<file path="src/rtl/flash_loader_pkg.sv">
// Shared constants for the program flash loader: FSM encoding, frame byte order, word width.
// Little-endian frames: low byte first, both for the length field and each data word.
package flash_loader_pkg;

    localparam int WORD_W = 16;
    localparam int BYTE_W = 8;
    localparam int LO_LSB = 0;
    localparam int HI_LSB = 8;

    typedef enum logic [2:0] {
        ST_IDLE   = 3'd0,
        ST_LEN_LO = 3'd1,
        ST_LEN_HI = 3'd2,
        ST_DAT_LO = 3'd3,
        ST_DAT_HI = 3'd4,
        ST_CHK    = 3'd5
    } state_t;

    function automatic logic [WORD_W-1:0] le_word(input logic [BYTE_W-1:0] lo,
                                                  input logic [BYTE_W-1:0] hi);
        le_word = '0;
        le_word[LO_LSB +: BYTE_W] = lo;
        le_word[HI_LSB +: BYTE_W] = hi;
    endfunction

endpackage

</file>
<file path="src/rtl/flash_loader.sv">
// Byte stream to 16-bit program memory writes; busy holds the CPU until the image is complete.
// Write strobe is registered (one cycle after the high byte); FLASH_LOADER_CHECKSUM_EN adds a trailer sum byte.
module flash_loader
    import flash_loader_pkg::*;
#(
    parameter int flash_width = 10
) (
    input  logic                   clk,
    input  logic                   rst_n,
    input  logic                   start,
    input  logic                   in_valid,
    input  logic [BYTE_W-1:0]      in_data,
    output logic                   in_ready,
    output logic                   wr_en,
    output logic [flash_width-1:0] wr_a,
    output logic [WORD_W-1:0]      wr_d,
    output logic                   busy,
    output logic                   done,
    output logic                   error
);

    state_t            state, state_nxt;
    logic [BYTE_W-1:0] len_lo, dat_lo;
    logic [WORD_W-1:0] len, cnt, len_full;
    logic              acc, go, len_bad, last_word;
`ifdef FLASH_LOADER_CHECKSUM_EN
    logic [BYTE_W-1:0] csum;
`else
    logic              fin_pend;
`endif

    assign in_ready  = (state != ST_IDLE);
    assign acc       = in_valid && in_ready;
    // busy lingers in IDLE for the final strobe cycle; a start then must not restart the session
    assign go        = start && !busy;
    assign len_full  = le_word(len_lo, in_data);
    assign len_bad   = 32'(len_full) > (32'd1 << flash_width);
    assign last_word = (cnt + WORD_W'(1)) == len;

    always_ff @(posedge clk or negedge rst_n) begin
        if (!rst_n) state <= ST_IDLE;
        else        state <= state_nxt;
    end

    always_comb begin
        state_nxt = state;
        case (state)
            ST_IDLE:   if (go)  state_nxt = ST_LEN_LO;
            ST_LEN_LO: if (acc) state_nxt = ST_LEN_HI;
            ST_LEN_HI: if (acc) begin
                if (len_bad)
                    state_nxt = ST_IDLE;
                else if (len_full == '0)
`ifdef FLASH_LOADER_CHECKSUM_EN
                    state_nxt = ST_CHK;
`else
                    state_nxt = ST_IDLE;
`endif
                else
                    state_nxt = ST_DAT_LO;
            end
            ST_DAT_LO: if (acc) state_nxt = ST_DAT_HI;
            ST_DAT_HI: if (acc) begin
                if (last_word)
`ifdef FLASH_LOADER_CHECKSUM_EN
                    state_nxt = ST_CHK;
`else
                    state_nxt = ST_IDLE;
`endif
                else
                    state_nxt = ST_DAT_LO;
            end
`ifdef FLASH_LOADER_CHECKSUM_EN
            ST_CHK:    if (acc) state_nxt = ST_IDLE;
`endif
            default:   state_nxt = ST_IDLE;
        endcase
    end

    always_ff @(posedge clk or negedge rst_n) begin
        if (!rst_n) begin
            wr_en  <= 1'b0;
            wr_a   <= '0;
            wr_d   <= '0;
            busy   <= 1'b0;
            done   <= 1'b0;
            error  <= 1'b0;
            len_lo <= '0;
            dat_lo <= '0;
            len    <= '0;
            cnt    <= '0;
`ifdef FLASH_LOADER_CHECKSUM_EN
            csum   <= '0;
`else
            fin_pend <= 1'b0;
`endif
        end else begin
            wr_en <= 1'b0;
            if (wr_en) wr_a <= wr_a + 1'b1;
`ifdef FLASH_LOADER_CHECKSUM_EN
            if (acc && state != ST_CHK) csum <= csum + in_data;
`else
            // finish lands on the edge where the last strobe drops
            if (fin_pend) begin
                fin_pend <= 1'b0;
                busy     <= 1'b0;
                done     <= 1'b1;
            end
`endif
            case (state)
                ST_IDLE: if (go) begin
                    done  <= 1'b0;
                    error <= 1'b0;
                    busy  <= 1'b1;
                    wr_a  <= '0;
                    cnt   <= '0;
`ifdef FLASH_LOADER_CHECKSUM_EN
                    csum  <= '0;
`endif
                end
                ST_LEN_LO: if (acc) len_lo <= in_data;
                ST_LEN_HI: if (acc) begin
                    len <= len_full;
                    if (len_bad) begin
                        error <= 1'b1;
                        busy  <= 1'b0;
                    end
`ifndef FLASH_LOADER_CHECKSUM_EN
                    else if (len_full == '0) begin
                        done <= 1'b1;
                        busy <= 1'b0;
                    end
`endif
                end
                ST_DAT_LO: if (acc) dat_lo <= in_data;
                ST_DAT_HI: if (acc) begin
                    wr_en <= 1'b1;
                    wr_d  <= le_word(dat_lo, in_data);
                    cnt   <= cnt + WORD_W'(1);
`ifndef FLASH_LOADER_CHECKSUM_EN
                    if (last_word) fin_pend <= 1'b1;
`endif
                end
`ifdef FLASH_LOADER_CHECKSUM_EN
                ST_CHK: if (acc) begin
                    busy <= 1'b0;
                    if (in_data == csum) done  <= 1'b1;
                    else                 error <= 1'b1;
                end
`endif
                default: ;
            endcase
        end
    end

endmodule

</file>
<file path="config.mk">
export PLATFORM = sky130hd
export DESIGN_NAME = flash_loader
export DESIGN_NICKNAME = d
export VERILOG_FILES = /design/src/rtl/flash_loader_pkg.sv /design/src/rtl/flash_loader.sv
export SDC_FILE = /design/constraint.sdc
export NUM_CORES = 1
export LEC_CHECK = 0
export BUFFER_PORTS_ARGS = -buffer_cell sky130_fd_sc_hd__buf_2
export CELL_PAD_IN_SITES_DETAIL_PLACEMENT = 0
export CELL_PAD_IN_SITES_GLOBAL_PLACEMENT = 1
export CORE_ASPECT_RATIO = 1.4
export CORE_MARGIN = 4
export CORE_UTILIZATION = 46
export DETAILED_ROUTE_END_ITERATION = 10
export GPL_ROUTABILITY_DRIVEN = 0
export HOLD_SLACK_MARGIN = 0.08
export PLACE_DENSITY = 0.77
export SLEW_MARGIN = 40
export SYNTH_ARGS = -nofsm -noshare
export SYNTH_HDL_FRONTEND = slang
export SYNTH_SLANG_ARGS = --single-unit
</file>
<file path="constraint.sdc">
create_clock -name clk -period 3.05 [get_ports clk]
set_input_delay 0.4575 -clock clk [delete_from_list [all_inputs] [get_ports clk]]
set_output_delay 0.4575 -clock clk [all_outputs]
set_load 0.05 [all_outputs]
</file>
Yosys cells after proc, flatten, opt, wreduce, memory -nomap -nowiden --
Cells that the tools add are included.
Storage, ports and cells: flip-flop bits (word level) 82, bits of input ports 12, output and inout port bits 31, logic and storage cells 77
Cells by class: add/sub/neg operators 2, magnitude comparators 1, eq/ne operators 11, mux-type cells 36, reduce and logical (&&, ||, !) cells 15
Operators by type and width (number):
- $mux W16 | 2
- $pmux W16 S2 | 1
- $mux W10 | 3
- $mux W1 | 18
- $add A16 B1 Y16 const B | 1
- $eq A16 B16 Y1 | 1
- $gt A16 B11 Y1 const B | 1
- $logic_not A16 Y1 | 1
- $mux W3 | 5
- $pmux W3 S5 | 1
- $ne A2 B2 Y1 const B | 6
- $add A10 B1 Y10 const B | 1
- $reduce_and A2 Y1 | 4
- $eq A3 B2 Y1 const B | 2
- $mux W2 | 3
- $pmux W1 S2 | 3
- $reduce_and A5 Y1 | 1
- $reduce_and A4 Y1 | 1
- $reduce_bool A2 Y1 | 2
- $eq A3 B1 Y1 const B | 1
- $eq A3 B3 Y1 const B | 1
- $logic_not A3 Y1 | 1
- $reduce_and A3 Y1 | 1
- $reduce_bool A3 Y1 | 1
- other kinds (2) | 3

Logic depth before layout (Yosys ltp) --
Gate-level depths: netlist of the first run.
word-level depth 5, mapped depth 8, gate-level depth less buffers 7

Least setup slack after synthesis of the first run --
OpenSTA, ideal clock, no wires.
kind register to register, start point register cnt[0], end point register state[0], setup time 0.139 ns, arrival 1.991 ns, data required time 2.911 ns, path slack 0.920 ns, cell stages (with the launch flop) 8, buffers on the path 0, period minus slack after synthesis 2.130 ns, cells stage by stage dfrtp_1 -> ha_1 -> nand3_4 -> or3_4 -> o31ai_2 -> o2111ai_1 -> nor4_2 -> a31oi_1
On the way: word-level cells in the longest chain between the ends 5
Ends and longest elaborated chain:
- from (decl) | line flash_loader.sv:24 | logic [WORD_W-1:0] len, cnt, len_full;
- from (signal assigned) | line flash_loader.sv:139 | cnt <= cnt + WORD_W'(1);
- $add A16 B1 Y16 | line flash_loader.sv:38 | assign last_word = (cnt + WORD_W'(1)) == len;
- $eq A16 B16 Y1 | line flash_loader.sv:38
- $mux W2 | line flash_loader.sv:64 | if (last_word)
- $mux W3 | line flash_loader.sv:63 | ST_DAT_HI: if (acc) begin
- $pmux W3 S5 | line flash_loader.sv:47 | case (state)
- to (signal assigned) | line flash_loader.sv:42 | else state <= state_nxt;
- to (decl) | line flash_loader.sv:22 | state_t state, state_nxt;
No other way between the ends. The select of a mux whose other input is x is not followed. A chain may end at the register's enable or synchronous reset.

Worst setup path after layout of the first run --
Ends and elaborated chain as after synthesis.

==> metrics.txt, run 1 <==
largest net degree at the start of global routing 83; post-synth cell types between 60 and 70; post-synthesis register bit count 82; share of cells above drive strength 1 24.5%; status finished clean; Data arrival, critical path 2.65 ns; leading cell type in the layout, fill and taps excluded dfrtp_1; Rows 40; reg-to-reg slack, setup 0.60 ns; I/O Pins 43; Final Instance Count excl. Fillers 545; post-CTS sizing 0; largest area contributor in the netlist dfrtp_1; fin nets 449; CTS tree built; Die W 88.4 um; global-route wire length before repair 15,700 um; total CTS buffers 9; cts hold-fix bufs 0; Antenna Cells 0; clock skew 0.00642 ns; WL final 9210 um; Req. time, crit path 3.25 ns; Core Area 8710 um2; CP Capture Type flip-flop; Buffers on Ports 42; initial drt markers 185; most frequently used flop master after synthesis dfrtp_1; Mapped Area 4160 um2; unrepaired setup endpoints after global routing false; worst-skew pair later-pin latency about 0.33 ns; Via density 5.56; worst setup path category flip-flop to flip-flop; yosys warns 0; DP Worst Slack 0.616 ns; Num Clock Sinks 82; Layout Area Growth over Synthesis 13.5%; Post-synth EDFFs 0; setup TNS 0 ns; htree depth 3; post-synthesis sequential area ratio about half; vias in the first global route just over 3k; Async SR Flop Fraction 100%; fin crit share about four fifths; # fillers 825; RR Endpoint state[0]; max cap viols 0; DRT antenna net count 0; total power 4.20 mW; Post-Synthesis Cells 401; CP Max Fanout 8; Area contributors post-synth dfrtp_1 (49%), mux2_2 (8.7%), nand2_1 (6.4%); Initial Util 47.8%; Worst setup SP type flip-flop; DR DRC count 0; Pwr Density 889 nW/um2; Initial DRT Pass Iterations 4; Slew Limit Fails 0; most frequent cells in the layout dfrtp_1 (82), nand2_1 (71), buf_2 (41); DP HPWL 6250 um; Final Setup Violations 0; leakage 2.19 nW; Root Buffer clkbuf_16; Worst-Margin Slew 0.801 ns; Worst-path clk slew 0.06 ns; Peak VDD IR around 0.66 mV; min-delay worst type primary input to asynchronous set/reset pin; Syn Nets 415; Syn Area/Cell 10.4 um2; Period minus WS final 2.45 ns; CTS Buffer Depth 2; post-CTS setup buffer count 0; wire per inst around 17 um; reg2reg path depth 7; DIE AREA 10,700 um2; relative slew slack 46.6%; grt total ovfl 0; Synth top area share 49.3%; chip height 121 um; final hold violation count 0; initial antenna violation count 0; GRT Total Usage 18.9%; Inst Count DP 529; FF-to-FF Start cnt[0]; Peak Freq 408 MHz; Final WS setup around 0.6 ns; via count slightly above 3k
## worst max-delay path: stages (launching register included)
cell,delay (ns)
dfrtp_1,0.44
ha_1,0.32
nand3_4,0.16
or3_4,0.44
o31ai_2,0.29
o2111ai_1,0.17
nor4_2,0.36
a31oi_1,0.13
## cell usage after synthesis (3+ instances only)
cell type	number
xor2_1	13
a21oi_1	10
nand2b_1	4
o21ai_0	29
o31ai_1	5
or3_1	6
nor2_1	26
clkbuf_1	15
and2_1	3
dfrtp_1	82
nand2_1	71
xnor2_1	14
nor2b_1	4
o21a_1	3
nand3_1	7
nor4_1	5
a31oi_1	4
and3_1	5
nand4_1	8
mux2_2	32
## registers in the layout, indices dropped and copies added, names as in the netlist, 3 cells and up
register,cells
dat_lo,8
wr_d,16
len_lo,8
wr_a,10
cnt,16
state,3
len,16
## where the power goes
part           internal [mW]  switching (mW)
combinational          0.551           0.863
clock                  0.654           0.423
sequential              1.42           0.284
total                   2.63            1.57
## metrics by stage
| step | cell area (um2) | util [%] | hold slack, ns |
|---|---|---|---|
| 2_1_floorplan | 4160 | - | 0.162 |
| 3_3_place_gp | 4420 | 50.8 | 0.451 |
| 3_5_place_dp | 4430 | 50.8 | 0.452 |
| 4_1_cts | 4720 | 54.2 | 0.205 |
| 5_1_grt | 4720 | 54.2 | 0.211 |
| 6_report | 4720 | 54.2 | 0.150 |
## per-layer routing
layer	vias to the layer above	share of wire, %	GRT usage, %
li1	1485	-	-
met2	62	50	30.6
met1	1470	44	24.8
met3	14	3.6	4.16
met5	-	0	0
met4	0	2.8	6.71
## how the worst max path moves through the flow
stage / cells after the start / startpoint / slack, ns / endpoint
after detailed placement: 7 / cnt[0] / 0.62 / state[0]
after CTS: 7 / cnt[0] / 0.62 / state[0]
after floorplan: 7 / cnt[0] / 0.92 / state[0]
after global routing: 7 / cnt[0] / 0.44 / state[0]
final: 7 / cnt[0] / 0.60 / state[0]
after global placement: 7 / cnt[0] / 0.67 / state[0]
## layout make-up
class | count | area (um2) | share of cell area (%)
inverter | 2 | 7.51 | 0.159
tap | 105 | 131 | 2.78
multi-input combinational | 295 | 2000 | 42.3
sequential | 82 | 2050 | 43.4
timing repair buffer | 45 | 239 | 5.06
clock buffer | 11 | 243 | 5.14
clock inverter | 5 | 53.8 | 1.14
## cells by family after synthesis
kind of cell	Yosys count	synth area share [%]
simple gates	163	21.3
flops	82	49.3
mux	34	9.14
buf+inv	24	2.77
fa+ha+maj	2	0.601
xor+xnor	28	6.25
compound gates	68	10.6
Note: power is estimated with default switching activity, not from simulation.
==> inputs of run 2 (changes only) <==
- clock period: 3.05 -> 2.51 ns (I/O delays scaled with it)
==> run 2 against run 1 <==
Compared with the run above:
- clock skew is essentially flat
- register-to-register slack got worse by 0.49 ns
- utilization is 0.83 points higher
- critical path depth grew 1
- largest cell class unchanged
- critical path type unchanged
==> metrics.txt, run 2 (synthesis gave the netlist of run 1 again) <==
status finished clean (unchanged); leading cell type in the layout, fill and taps excluded dfrtp_1 (unchanged); Peak Freq 416 MHz (was 408 MHz); GRT Total Usage 19.7% (was 18.9%); max incr delay on CP 0.42 ns (was 0.44 ns); initial drt markers 121 (was 185); worst-skew pair later-pin latency 0.33 ns (about the same); Switch Pwr 1.91 mW (was 1.57 mW); Pint 3.11 mW (was 2.63 mW); min-delay worst type primary input to flip-flop (was primary input to asynchronous set/reset pin); Num Clock Sinks 82 (unchanged); Slew Limit Fails 0 (unchanged); Die W 88.4 um (unchanged); max cap viols 0 (unchanged); share of cells above drive strength 1 26.8% (was 24.5%); worst setup path category flip-flop to flip-flop (unchanged); vias in the first global route 3,214 (was 3,065); via count 3,144 (was 3,031); clock skew 0.00613 ns (was 0.00642 ns); Period minus WS final 2.40 ns (was 2.45 ns); DRT antenna net count 0 (unchanged); total power 5.02 mW (was 4.20 mW); final core utilization 55.1% (was 54.2%); post-route cell area 4800 um2 (was 4720 um2); hold path start in_data[6]; Hold Path Depth 3; I/O Pins 43 (unchanged); Core Area 8710 um2 (unchanged); Reg power frac 41.1% (was 40.7%); Critical path buffers and inverters 1 (was 0); CP Max Fanout 6 (was 8); leakage 2.23 nW (was 2.19 nW); wire per inst 17.1 um (was 16.9 um); area post-placement 4510 um2 (was 4430 um2); Worst setup SP type flip-flop (unchanged); Largest regs cnt: 16 flops, len: 16 flops, wr_d: 16 flops (unchanged); # fillers 777 (was 825); DR DRC count 0 (unchanged); initial antenna violation count 0 (unchanged); DIE AREA 10,700 um2 (unchanged); relative slew slack 58.4% (was 46.6%); FF-to-FF Start cnt[1] (was cnt[0]); largest net degree at the start of global routing 43 (was 83); combinational power share 35.1% (was 33.7%); RR Endpoint state[0] (unchanged); Antenna Cells 0 (unchanged); CP Cell Sequence ha_2 -> nand3_4 -> or3_4 -> o31ai_2 -> o2111ai_1 -> nor4_2 -> buf_4 -> a31oi_1 (was ha_1 -> nand3_4 -> or3_4 -> o31ai_2 -> o2111ai_1 -> nor4_2 -> a31oi_1); setup TNS 0 ns (unchanged); Clock Power Share 23.7% (was 25.6%); Worst-Margin Slew 0.623 ns (was 0.801 ns); Final Setup Violations 0 (unchanged); CP max stage cell or3_4 (was dfrtp_1); total CTS buffers 9 (unchanged); Pwr Density 1050 nW/um2 (was 889 nW/um2); most frequent cells in the layout dfrtp_1 (82), nand2_1 (71), buf_2 (41) (unchanged); WL final 9510 um (was 9210 um); fin nets 462 (was 449); grt total ovfl 0 (unchanged); reg2reg path depth 8 (was 7); CTS Buffer Depth 2 (unchanged); CP delay by family, top simple AND/OR/NAND/NOR gates (unchanged); DP HPWL 6810 um (was 6250 um); CTS tree built (unchanged); Sw Share 38.1% (was 37.4%); Data arrival, critical path 2.60 ns (was 2.65 ns); Via density 5.64 (was 5.56); Worst-path clk slew 0.06 ns (about the same); htree depth 3 (unchanged); Initial DRT Pass Iterations 4 (unchanged); Initial Util 47.8% (unchanged); Buffers on Ports 42 (unchanged); Rows 40 (unchanged); Hold EP wr_d[14]; global-route wire length before repair 16,300 um (was 15,700 um); CP Capture Type flip-flop (unchanged); fin crit share 95.7% (was 80.3%); Layout Area Growth over Synthesis 15.2% (was 13.5%); reg-to-reg slack, setup 0.11 ns (was 0.60 ns); Root Buffer clkbuf_16 (unchanged); chip height 121 um (unchanged); Req. time, crit path 2.71 ns (was 3.25 ns); final hold violation count 0 (unchanged); Peak VDD IR 0.642 mV (was 0.659 mV)
run 2: cell types whose count changed in the layout (fill, tap and decap cells not counted), sizes merged:
cell,before,now
dlygate4sd3,0,1
buf,45,57
clkinvlp,0,1
bufinv,1,0
clkbuf,11,10
run 2: power by group through the flow:
stage	sequential [mW]	clock [mW]	combinational (mW)
after floorplan	2.39	0	0.992
after global placement	2.06	0	1.73
after detailed placement	2.08	0	1.78
after CTS	2.06	1.23	1.78
after global routing	2.13	1.29	1.90
final	2.06	1.19	1.76
run 2: layout make-up:
class	instances	area, um2	area share (%)
inverter	2	7.51	0.157
timing repair buffer	58	335	6.99
clock inverter	5	31.3	0.652
sequential	82	2050	42.8
multi-input combinational	295	2000	41.7
clock buffer	10	239	4.98
tap	105	131	2.74
run 2: worst max-delay path by stage:
| stage | end | startpoint | cells after the start | slack (ns) |
|---|---|---|---|---|
| 6_report | state[0] | cnt[1] | 8 | 0.11 |
| 5_1_grt | state[0] | cnt[1] | 8 | -0.02 |
| 4_1_cts | state[0] | cnt[1] | 7 | 0.1 |
| 3_5_place_dp | state[0] | cnt[1] | 7 | 0.12 |
| 3_3_place_gp | state[0] | cnt[1] | 7 | 0.21 |
| 2_1_floorplan | state[0] | cnt[0] | 7 | 0.38 |
run 2: worst register-to-register path, stage by stage, from the launching register on:
cell	delay, ns
dfrtp_1	0.40
ha_2	0.28
nand3_4	0.12
or3_4	0.42
o31ai_2	0.29
o2111ai_1	0.17
nor4_2	0.33
buf_4	0.18
a31oi_1	0.08
run 2: per-layer routing:
metal | wire length [um] | global-route usage, % | vias up
met2 | 4930 | 33.3 | 54
met1 | 4040 | 24.4 | 1563
li1 | - | - | 1514
met3 | 323 | 4.29 | 13
met4 | 216 | 7.09 | 0
met5 | 0 | 0 | -
run 2: per-stage QoR:
| stage | worst slack [ns] | hold slack, ns | instances |
|---|---|---|---|
| after floorplan | 0.380 | 0.0809 | 401 |
| after global placement | 0.210 | 0.389 | 540 |
| after detailed placement | 0.116 | 0.395 | 540 |
| after CTS | 0.0988 | 0.313 | 556 |
| after global routing | -0.0240 | 0.318 | 557 |
| final | 0.109 | 0.320 | 557 |
run 2: repair_timing:
| item | in CTS | in global routing |
|---|---|---|
| hold buffers | 1 | 0 |
| buffers inserted | 0 | 1 |
| hold endpoints to repair | 38 | 0 |
| setup endpoints to repair | 0 | 2 |
| gates resized for setup | 0 | 1 |
